--- src/rtl/posit_batch_sequencer.sv ---
// posit_batch_sequencer: fetches operand pairs from memory, runs them through the posit datapath and writes results back
// Ports: clock/reset (sync, active-high); start level plus cfg_count/cfg_src/cfg_dst captured on its accepted rising edge;
// completed/busy/ops_done/timeout_flag status; mem_* drive a byte-wide memory port with 1-cycle read latency;
// op_valid/op_ready/op_a/op_b issue operand pairs; res_valid/res_data return the 32-bit result.
// Optional feature: define POSIT_SEQ_TIMEOUT_EN to force NaR after TIMEOUT result-less WAIT cycles.
module posit_batch_sequencer #(
  parameter int ADDR_W = 12,
  parameter int CNT_W = 9,
  parameter int TIMEOUT = 1024
) (
  input  logic              clock,
  input  logic              reset,
  input  logic              start,
  input  logic [CNT_W-1:0]  cfg_count,
  input  logic [ADDR_W-1:0] cfg_src,
  input  logic [ADDR_W-1:0] cfg_dst,
  output logic              completed,
  output logic              busy,
  output logic [CNT_W-1:0]  ops_done,
  output logic              timeout_flag,
  output logic [ADDR_W-1:0] mem_address,
  output logic              mem_chipselect,
  output logic              mem_clken,
  output logic              mem_write,
  output logic [7:0]        mem_writedata,
  input  logic [7:0]        mem_readdata,
  output logic              op_valid,
  input  logic              op_ready,
  output logic [31:0]       op_a,
  output logic [31:0]       op_b,
  input  logic              res_valid,
  input  logic [31:0]       res_data
);
  typedef enum logic [2:0] {IDLE, FETCH, ISSUE, WAIT, WRITE, DONE} state_t;
  state_t state, state_nx;
  logic start_q, go, fetch_rd, expire;
  logic [3:0] sub;
  logic [CNT_W-1:0] count, idx;
  logic [ADDR_W-1:0] src, dst;
  logic [55:0] bytes;
  logic [31:0] result;
  if (TIMEOUT < 1) begin : g_bad_timeout
    $error("TIMEOUT must be positive");
  end
  assign go = start && !start_q && (state == IDLE || state == DONE);
  assign fetch_rd = state == FETCH && sub != 4'd8;
  assign completed = state == DONE;
  assign busy = state != IDLE && state != DONE;
  assign op_valid = state == ISSUE;
  assign mem_write = state == WRITE;
  assign mem_chipselect = fetch_rd || mem_write;
  assign mem_clken = mem_chipselect;
  assign mem_writedata = mem_write ? result[{sub[1:0], 3'b000} +: 8] : '0;
  assign mem_address = fetch_rd ? src + ADDR_W'({idx, 3'b000}) + ADDR_W'(sub)
                     : mem_write ? dst + ADDR_W'({idx, 2'b00}) + ADDR_W'(sub) : '0;
  always_comb begin
    state_nx = state;
    case (state)
      IDLE, DONE: state_nx = go ? (cfg_count == '0 ? DONE : FETCH) : state;
      FETCH: state_nx = sub == 4'd8 ? ISSUE : FETCH;
      ISSUE: state_nx = op_ready ? WAIT : ISSUE;
      WAIT: state_nx = res_valid || expire ? WRITE : WAIT;
      WRITE: state_nx = sub != 4'd3 ? WRITE : (idx + CNT_W'(1) == count ? DONE : FETCH);
      default: state_nx = IDLE;
    endcase
  end
  always_ff @(posedge clock) begin
    if (reset) begin
      state <= IDLE;
      start_q <= 1'b0;
      sub <= '0;
      count <= '0;
      idx <= '0;
      src <= '0;
      dst <= '0;
      bytes <= '0;
      result <= '0;
      op_a <= '0;
      op_b <= '0;
      ops_done <= '0;
    end else begin
      state <= state_nx;
      start_q <= start;
      // sub is the per-state byte counter (j in FETCH, k in WRITE); restarts on every state change
      sub <= state_nx != state ? '0 : sub + 4'd1;
      if (go) begin
        count <= cfg_count;
        src <= cfg_src;
        dst <= cfg_dst;
        idx <= '0;
        ops_done <= '0;
      end
      // read data lags the address by one cycle, so bytes 0..6 shift in at j=1..7 and byte 7 arrives at j=8
      if (state == FETCH && sub != 4'd0 && sub != 4'd8)
        bytes <= {mem_readdata, bytes[55:8]};
      // operands update only once the whole pair is in, so they stay stable through ISSUE and beyond
      if (state == FETCH && sub == 4'd8) begin
        op_a <= bytes[31:0];
        op_b <= {mem_readdata, bytes[55:32]};
      end
      if (state == WAIT && (res_valid || expire))
        result <= expire ? 32'h8000_0000 : res_data;
      if (state == WRITE && sub == 4'd3) begin
        ops_done <= ops_done + CNT_W'(1);
        idx <= idx + CNT_W'(1);
      end
    end
  end
`ifdef POSIT_SEQ_TIMEOUT_EN
  localparam int TO_W = $clog2(TIMEOUT + 1);
  logic [TO_W-1:0] wait_cnt;
  assign expire = state == WAIT && !res_valid && wait_cnt == TO_W'(TIMEOUT - 1);
  always_ff @(posedge clock) begin
    if (reset) begin
      wait_cnt <= '0;
      timeout_flag <= 1'b0;
    end else begin
      wait_cnt <= state == WAIT ? wait_cnt + TO_W'(1) : '0;
      timeout_flag <= go ? 1'b0 : timeout_flag || expire;
    end
  end
`else
  assign expire = 1'b0;
  assign timeout_flag = 1'b0;
`endif
endmodule
--- config.mk ---
export PLATFORM = sky130hd
export DESIGN_NAME = posit_batch_sequencer
export DESIGN_NICKNAME = d
export VERILOG_FILES = /design/src/rtl/posit_batch_sequencer.sv
export SDC_FILE = /design/constraint.sdc
export NUM_CORES = 1
export LEC_CHECK = 0
export ABC_AREA = 0
export BUFFER_PORTS_ARGS = -buffer_cell sky130_fd_sc_hd__buf_2
export CAP_MARGIN = 20
export CORE_AREA = 4 4 161 163
export DETAILED_ROUTE_END_ITERATION = 6
export DIE_AREA = 0 0 165 167
export SYNTH_ARGS = -nofsm -noshare
export SYNTH_HDL_FRONTEND = slang
export SYNTH_SLANG_ARGS = --single-unit
--- constraint.sdc ---
create_clock -name clock -period 4.07 [get_ports clock]
set_clock_uncertainty 0.2 [all_clocks]
set_input_delay 0.2035 -clock clock [delete_from_list [all_inputs] [get_ports clock]]
set_output_delay 0.2035 -clock clock [all_outputs]
set_load 0.005 [all_outputs]
==> results of run 1 <==
repair_timing:
item	4_1_cts	5_1_grt
gates resized for setup	0	1
hold buffers	101	0
endpoints found under the hold margin	92	0
endpoints found under the setup margin	0	1
sequential cells by signal, indices dropped and copies added, names as in the netlist:
signal,count
result,32
src,12
bytes,56
start_q,1
op_a,32
state,3
count,9
idx,9
sub,4
dst,12
op_b,32
ops_done,9
layout make-up:
cell class,count,area [sq um]
inverters,10,42.5
clock buffers,36,676
repair buffers,291,2020
well taps,324,405
multi-input cells,887,4850
clock inverters,4,70.1
flip-flops and latches,211,4230
fillers,2358,12000
stage by stage:
| step | instances | cell area, sq um | total power, W |
|---|---|---|---|
| after floorplan | 1182 | 9400 | 0.00235 |
| after global placement | 1622 | 10500 | 0.00246 |
| after detailed placement | 1622 | 10500 | 0.00246 |
| after CTS | 1763 | 12300 | 0.00458 |
| after global routing | 1763 | 12300 | 0.00470 |
| final | 1763 | 12300 | 0.00452 |
placed cells by master, fill, tap and decap left out, drive strengths merged, types with 4 or more instances in the layout:
cell type,netlist,layout
buf,30,190
nand2b,9,9
nor3,14,14
clkbuf,44,36
o21a,9,9
ha,43,43
nand4,4,4
nor2,35,35
dfxtp,211,211
nand3,14,14
o21ai,20,20
xnor2,18,18
inv,10,10
o22ai,7,7
fa,5,5
and2,10,10
xor2,17,17
nand2,405,405
mux4,8,8
and3,5,5
nor2b,10,10
dlygate4sd3,0,101
a21oi,210,210
power by group:
group | internal [W] | switching [W] | leakage, nW
Combinational | 0.000156 | 0.000195 | 2.97
Clock | 0.00121 | 0.000841 | 0.361
Sequential | 0.00210 | 0.0000291 | 1.71
Total | 0.00346 | 0.00106 | 5.03
metal layers:
metal,up-vias,GRT usage,part of all wire
met5,-,0,0
met4,0,0.0514,0.026
met2,191,0.326,0.48
li1,4424,-,-
met1,4057,0.237,0.44
met3,53,0.0373,0.047
worst max-delay path: stages, from the launching register on:
cell and delay (ns):
dfxtp_1 0.50, fa_1 0.45, ha_1 0.36, nor2b_1 0.15
o21ai_0 0.30, a21oi_1 0.15, nor4bb_1 0.43, nor3_1 0.10
o31ai_1 0.26, buf_2 0.17
cells by family (layout without fill, tap and decap cells):
family | count (synthesis) | in the layout | synth area share
other | 1 | 1 | 0.000399
multiplexers | 11 | 11 | 0.0230
AND/OR/NAND/NOR | 523 | 523 | 0.234
AO/OA/AOI/OAI | 269 | 269 | 0.155
flip-flops | 211 | 211 | 0.449
buffers and inverters | 84 | 341 | 0.0375
XOR/XNOR | 35 | 35 | 0.0326
adder cells (fa/ha/maj) | 48 | 48 | 0.0679
synth_stat cells, types with 13 or more instances:
cell type	number
a21oi_1	210
buf_2	17
clkbuf_1	44
dfxtp_1	211
ha_1	43
nand2_1	404
nand3_1	13
nor2_1	34
nor3_1	13
o21ai_0	20
xnor2_1	18
xor2_1	17
path summary, 6_finish.rpt:
| kind | startpoint | end | slack, ns | cells after the start |
|---|---|---|---|---|
| min | op_ready | state[0] | 0.06 | 4 |
| min reg2reg | op_b[12] | op_b[12] | 0.25 | 2 |
| max | sub[3] | mem_address[11] | 0.28 | 9 |
| max reg2reg | sub[0] | op_b[1] | 1.24 | 9 |
==> flow_metrics.py, run 1 <==
metrics = {
    "synth": {
        "ys_seq_area_frac": 0.449,
        "syn_area_sq_mm": 0.00940,
        "syn_nets": 1308,
        "ys.warnings.count": 0,
        "synth_top_area_share": 0.449,
        "ys_ff_latch": 211,
        "synthArstFlopShare": 0,
        "synthTopCellsByArea": "dfxtp_1 45%, nand2_1 16%, a21oi_1 11%, ha_1 5.7%, mux4_2 1.9%",
        "yosys.area.top_type": "dfxtp_1",
        "synth_edf_count": 0,
        "synth_ff_type": "dfxtp_1",
        "synth_cell_types": 62,
        "avgSynthCellArea_sq_um": 7.96,
        "postSynthCellCount": 1182,
    },
    "clock_network": {
        "cts-root-buf": "clkbuf_16",
        "cts_buffers": 24,
        "clk_pin_slew_ns": 0.05,
        "clk_latency_ns": 0.52,
        "htree_levels": 1,
        "cts_tree": "done",
        "clock-sinks": 211,
        "ctsLongestPathBuffers": 3,
        "postCtsSetupRepairBufs": 0,
    },
    "floorplan": {
        "dieArea_sq_mm": 0.0276,
        "initial_core_util": 0.387,
        "die-height_um": 167,
        "coreArea_sq_mm": 0.0243,
        "fp.dieW_um": 165,
        "boundaryPins": 178,
        "rows": 57,
    },
    "global_route": {
        "grt_antenna_before_repair": 0,
        "grt_overflow_total": 0,
        "grt_usage": 0.188,
        "grt_pass1_vias": 8623,
        "grt_max_degree": 123,
        "grt_pass1_wl_um": 43100,
    },
    "final_layout": {
        "post-route-util": 0.505,
        "diodes": 0,
        "nets": 1551,
        "area_growth_pct": 30.6,
        "drive_above_1_share": 0.170,
    },
    "place": {
        "pre_cts_ws_ns": 0.657,
        "dp_hpwl_um": 17300,
        "io_buffers": 176,
        "place_congestion": 0.865,
    },
    "route": {
        "detail_route.wl_per_cell_um": 15.2,
        "num_vias": 8725,
        "drc_errors": 0,
        "drt_iter0_drc": 475,
        "dr.pass1.iters": 6,
        "wl_um": 26900,
        "via_per_inst": 4.95,
        "final_antenna_net_count": 0,
    },
    "min_path": {
        "hold_path.class": "in2reg",
    },
    "setup_path": {
        "worstSetupPathType": "reg2out",
        "cp.required_ns": 3.67,
        "arrival_ns": 3.39,
        "startpoint_type": "flip-flop",
        "crit_path_max_fanout": 6,
        "crit_path_end_kind": "primary output",
    },
    "job": {
        "maxCapViolCount": 0,
    },
    "pwr": {
        "p_leak_nw": 5.03,
        "ir_drop_uv": 272,
        "pwr_density_cell_mw_per_mm2": 368,
    },
    "timing": {
        "holdWs_ns": 0.0607,
        "slew_headroom": 0.337,
        "rsz0062_at_grt": "false",
        "layout_min_cycle_time_ns": 3.79,
        "tightest_slew_ns": 0.991,
        "worst_slack_ns": 0.281,
        "setup_viol": 0,
        "max_freq_mhz": 264,
        "tns_ns": 0,
        "final-max-slew-violation-count": 0,
        "finalCritPeriodShare": 0.931,
        "hold_viol_final": 0,
    },
    "status": {
        "status": "complete, no violations",
    },
}
(Power assumes the default switching activity.)
==> inputs of run 2 (changes only) <==
--- a/config.mk
+++ b/config.mk
@@ -11,6 +11,7 @@
 export CORE_AREA = 4 4 161 163
 export DETAILED_ROUTE_END_ITERATION = 6
 export DIE_AREA = 0 0 165 167
+export SETUP_SLACK_MARGIN = 0.02
 export SYNTH_ARGS = -nofsm -noshare
 export SYNTH_HDL_FRONTEND = slang
 export SYNTH_SLANG_ARGS = --single-unit
==> constraint.sdc (replaced) <==
create_clock -name clock -period 4.07 [get_ports clock]
set_clock_uncertainty 0.2 [all_clocks]
set_input_delay 0.814 -clock clock [delete_from_list [all_inputs] [get_ports clock]]
set_output_delay 0.814 -clock clock [all_outputs]
set_load 0.005 [all_outputs]
==> flow_metrics.py, run 2 (synthesis results as in run 1) <==
metrics = {
    "status": {
        "status": "complete, no violations",
    },
    "setup_path": {
        "startpoint": "sub[3]",
        "r2r_start": "sub[1]",
        "r2r-end": "idx[4]",
        "crit_slowest_cell": "fa_1",
        "startpoint_type": "flip-flop",
        "max_stage_delay_ns": 0.47,
        "arrival_ns": 2.91,
        "crit_path_end_kind": "primary output",
        "ff2ff_path_depth": 8,
        "crit_path_max_fanout": 6,
        "cp_cell_sequence": "fa_1, ha_1, a21oi_2, o21a_1, o31a_1, a21oi_2, mux2i_1, o31ai_2, buf_2",
        "r2r_setup_slack_ns": 1.40,
        "cp.required_ns": 3.06,
        "path_common_cell": "a21oi_2",
        "endpoint": "mem_address[11]",
        "worstSetupPathType": "reg2out",
    },
    "place": {
        "place_area_sq_mm": 0.0106,
        "dp_hpwl_um": 17600,
        "io_buffers": 176,
        "pre_cts_ws_ns": 0.215,
        "place_congestion": 0.835,
    },
    "pwr": {
        "p_sw_frac": 0.234,
        "comb_power_share": 0.068,
        "p_sw_w": 0.00108,
        "pwr-share-seq": 0.459,
        "p_leak_nw": 4.63,
        "pwr-share-clk": 0.473,
        "ir_drop_uv": 256,
        "power.internal_w": 0.00353,
        "pwr_density_cell_mw_per_mm2": 401,
    },
    "final_layout": {
        "layout_common_cells": "403 x nand2_1, 207 x a21oi_1, 207 x dfxtp_1",
        "largest_register": "bytes",
        "drive_above_1_share": 0.203,
        "n_fill_cell": 2497,
        "largest_reg_flops": 56,
        "area_growth_pct": 22.3,
        "mostFrequentLayoutCell": "nand2_1",
        "nets": 1458,
        "diodes": 0,
        "final_area_sq_mm": 0.0115,
    },
    "global_route": {
        "gr-usage-met1": 0.237,
        "grt_usage": 0.181,
        "use_met2": 0.304,
        "grt_pass1_vias": 7931,
        "grt_antenna_before_repair": 0,
        "busiest_layer": "met2",
        "grt_overflow_total": 0,
        "grt_use_met3": 0.0457,
        "grt_pass1_wl_um": 41400,
        "grt_max_degree": 116,
    },
    "floorplan": {
        "initial_core_util": 0.387,
        "rows": 57,
        "coreArea_sq_mm": 0.0243,
        "boundaryPins": 178,
        "die-height_um": 167,
        "fp.dieW_um": 165,
        "dieArea_sq_mm": 0.0276,
    },
    "min_path": {
        "hold_path.class": "reg2reg",
    },
    "clock_network": {
        "clk_latency_ns": 0.52,
        "ctsLongestPathBuffers": 3,
        "cts-root-buf": "clkbuf_16",
        "clock-sinks": 211,
        "cts_tree": "done",
        "clk_pin_slew_ns": 0.06,
        "htree_levels": 1,
        "cts_buffers": 25,
    },
    "timing": {
        "tightest_slew_ns": 1.01,
        "hold_viol_final": 0,
        "max_freq_mhz": 255,
        "slew_headroom": 0.325,
        "worst_slack_ns": 0.149,
        "finalCritPeriodShare": 0.963,
        "rsz0062_at_grt": "true",
        "final-max-slew-violation-count": 0,
        "setup_viol": 0,
        "tns_ns": 0,
        "layout_min_cycle_time_ns": 3.92,
    },
    "route": {
        "num_vias": 8417,
        "final_antenna_net_count": 0,
        "detail_route.wl_per_cell_um": 15.4,
        "dr.pass1.iters": 5,
        "drt_iter0_drc": 524,
        "drc_errors": 0,
        "via_per_inst": 5.05,
        "wl_um": 25700,
    },
    "job": {
        "maxCapViolCount": 0,
    },
}
[run 2: changes by cell type in the layout (fill, tap and decap cells not counted), moves of 3 or more]
cell,delta
a21oi_1,-3
a21oi_2,+3
buf_12,+3
clkbuf_1,-6
dfxtp_1,-3
dlygate4sd3_1,-101
o21ai_0,-3
[run 2: area by class of cell]
cell class | instances | area [sq um] | area share
clock buffer | 32 | 692 | 0.0602
clock inverter | 6 | 98.8 | 0.00860
inverter | 10 | 42.5 | 0.00370
multi-input combinational | 887 | 4920 | 0.428
sequential | 211 | 4230 | 0.368
tap | 324 | 405 | 0.0353
timing repair buffer | 197 | 1100 | 0.0959
[run 2: per-layer routing]
metal | up-vias | wire length [um]
met5 | - | 0
li1 | 4237 | -
met3 | 23 | 1560
met2 | 164 | 12400
met1 | 3993 | 11300
met4 | 0 | 445
[run 2: what timing repair did]
| action | CTS | global route |
|---|---|---|
| pin swaps | 2 | 7 |
| setup endpoints to repair | 5 | 5 |
| hold buffers | 0 | 0 |
| setup buffers | 0 | 3 |
| gates resized for setup | 12 | 13 |
[run 2: power by group through the flow]
stage               Sequential, W  Combinational (W)  Clock, W
finish                    0.00212           0.000316   0.00218
global route              0.00212           0.000353   0.00233
CTS                       0.00212           0.000308   0.00224
detailed placement        0.00216           0.000305         0
global placement          0.00216           0.000302         0
floorplan                 0.00216           0.000191         0
[run 2: critical path, delay by kind of cell, from the launching register on]
family,cells,cell delay (ns)
buffers and inverters,1,0.13
flip-flops,1,0.38
AO/OA/AOI/OAI,5,0.81
adder cells (fa/ha/maj),2,0.83
multiplexers,1,0.23
[run 2: through the flow]
| step | instances | utilization | hold WS, ns | total power [W] |
|---|---|---|---|---|
| CTS | 1663 | 0.469 | 0.254 | 0.00466 |
| detailed placement | 1625 | 0.435 | 0.245 | 0.00247 |
| global placement | 1625 | 0.435 | 0.240 | 0.00246 |
| global route | 1667 | 0.473 | 0.267 | 0.00480 |
| finish | 1667 | 0.473 | 0.250 | 0.00461 |
| floorplan | 1182 | - | 0.232 | 0.00235 |
[run 2: worst min-delay path by stage]
stage	from	to	slack (ns)	cells past startpoint
after floorplan	bytes[0]	op_a[0]	0.23	2
after global placement	op_b[13]	op_b[13]	0.24	2
after detailed placement	op_b[10]	op_b[10]	0.24	2
after CTS	result[16]	result[16]	0.25	2
after global routing	op_a[1]	op_a[1]	0.27	2
final	op_b[14]	op_b[14]	0.25	2
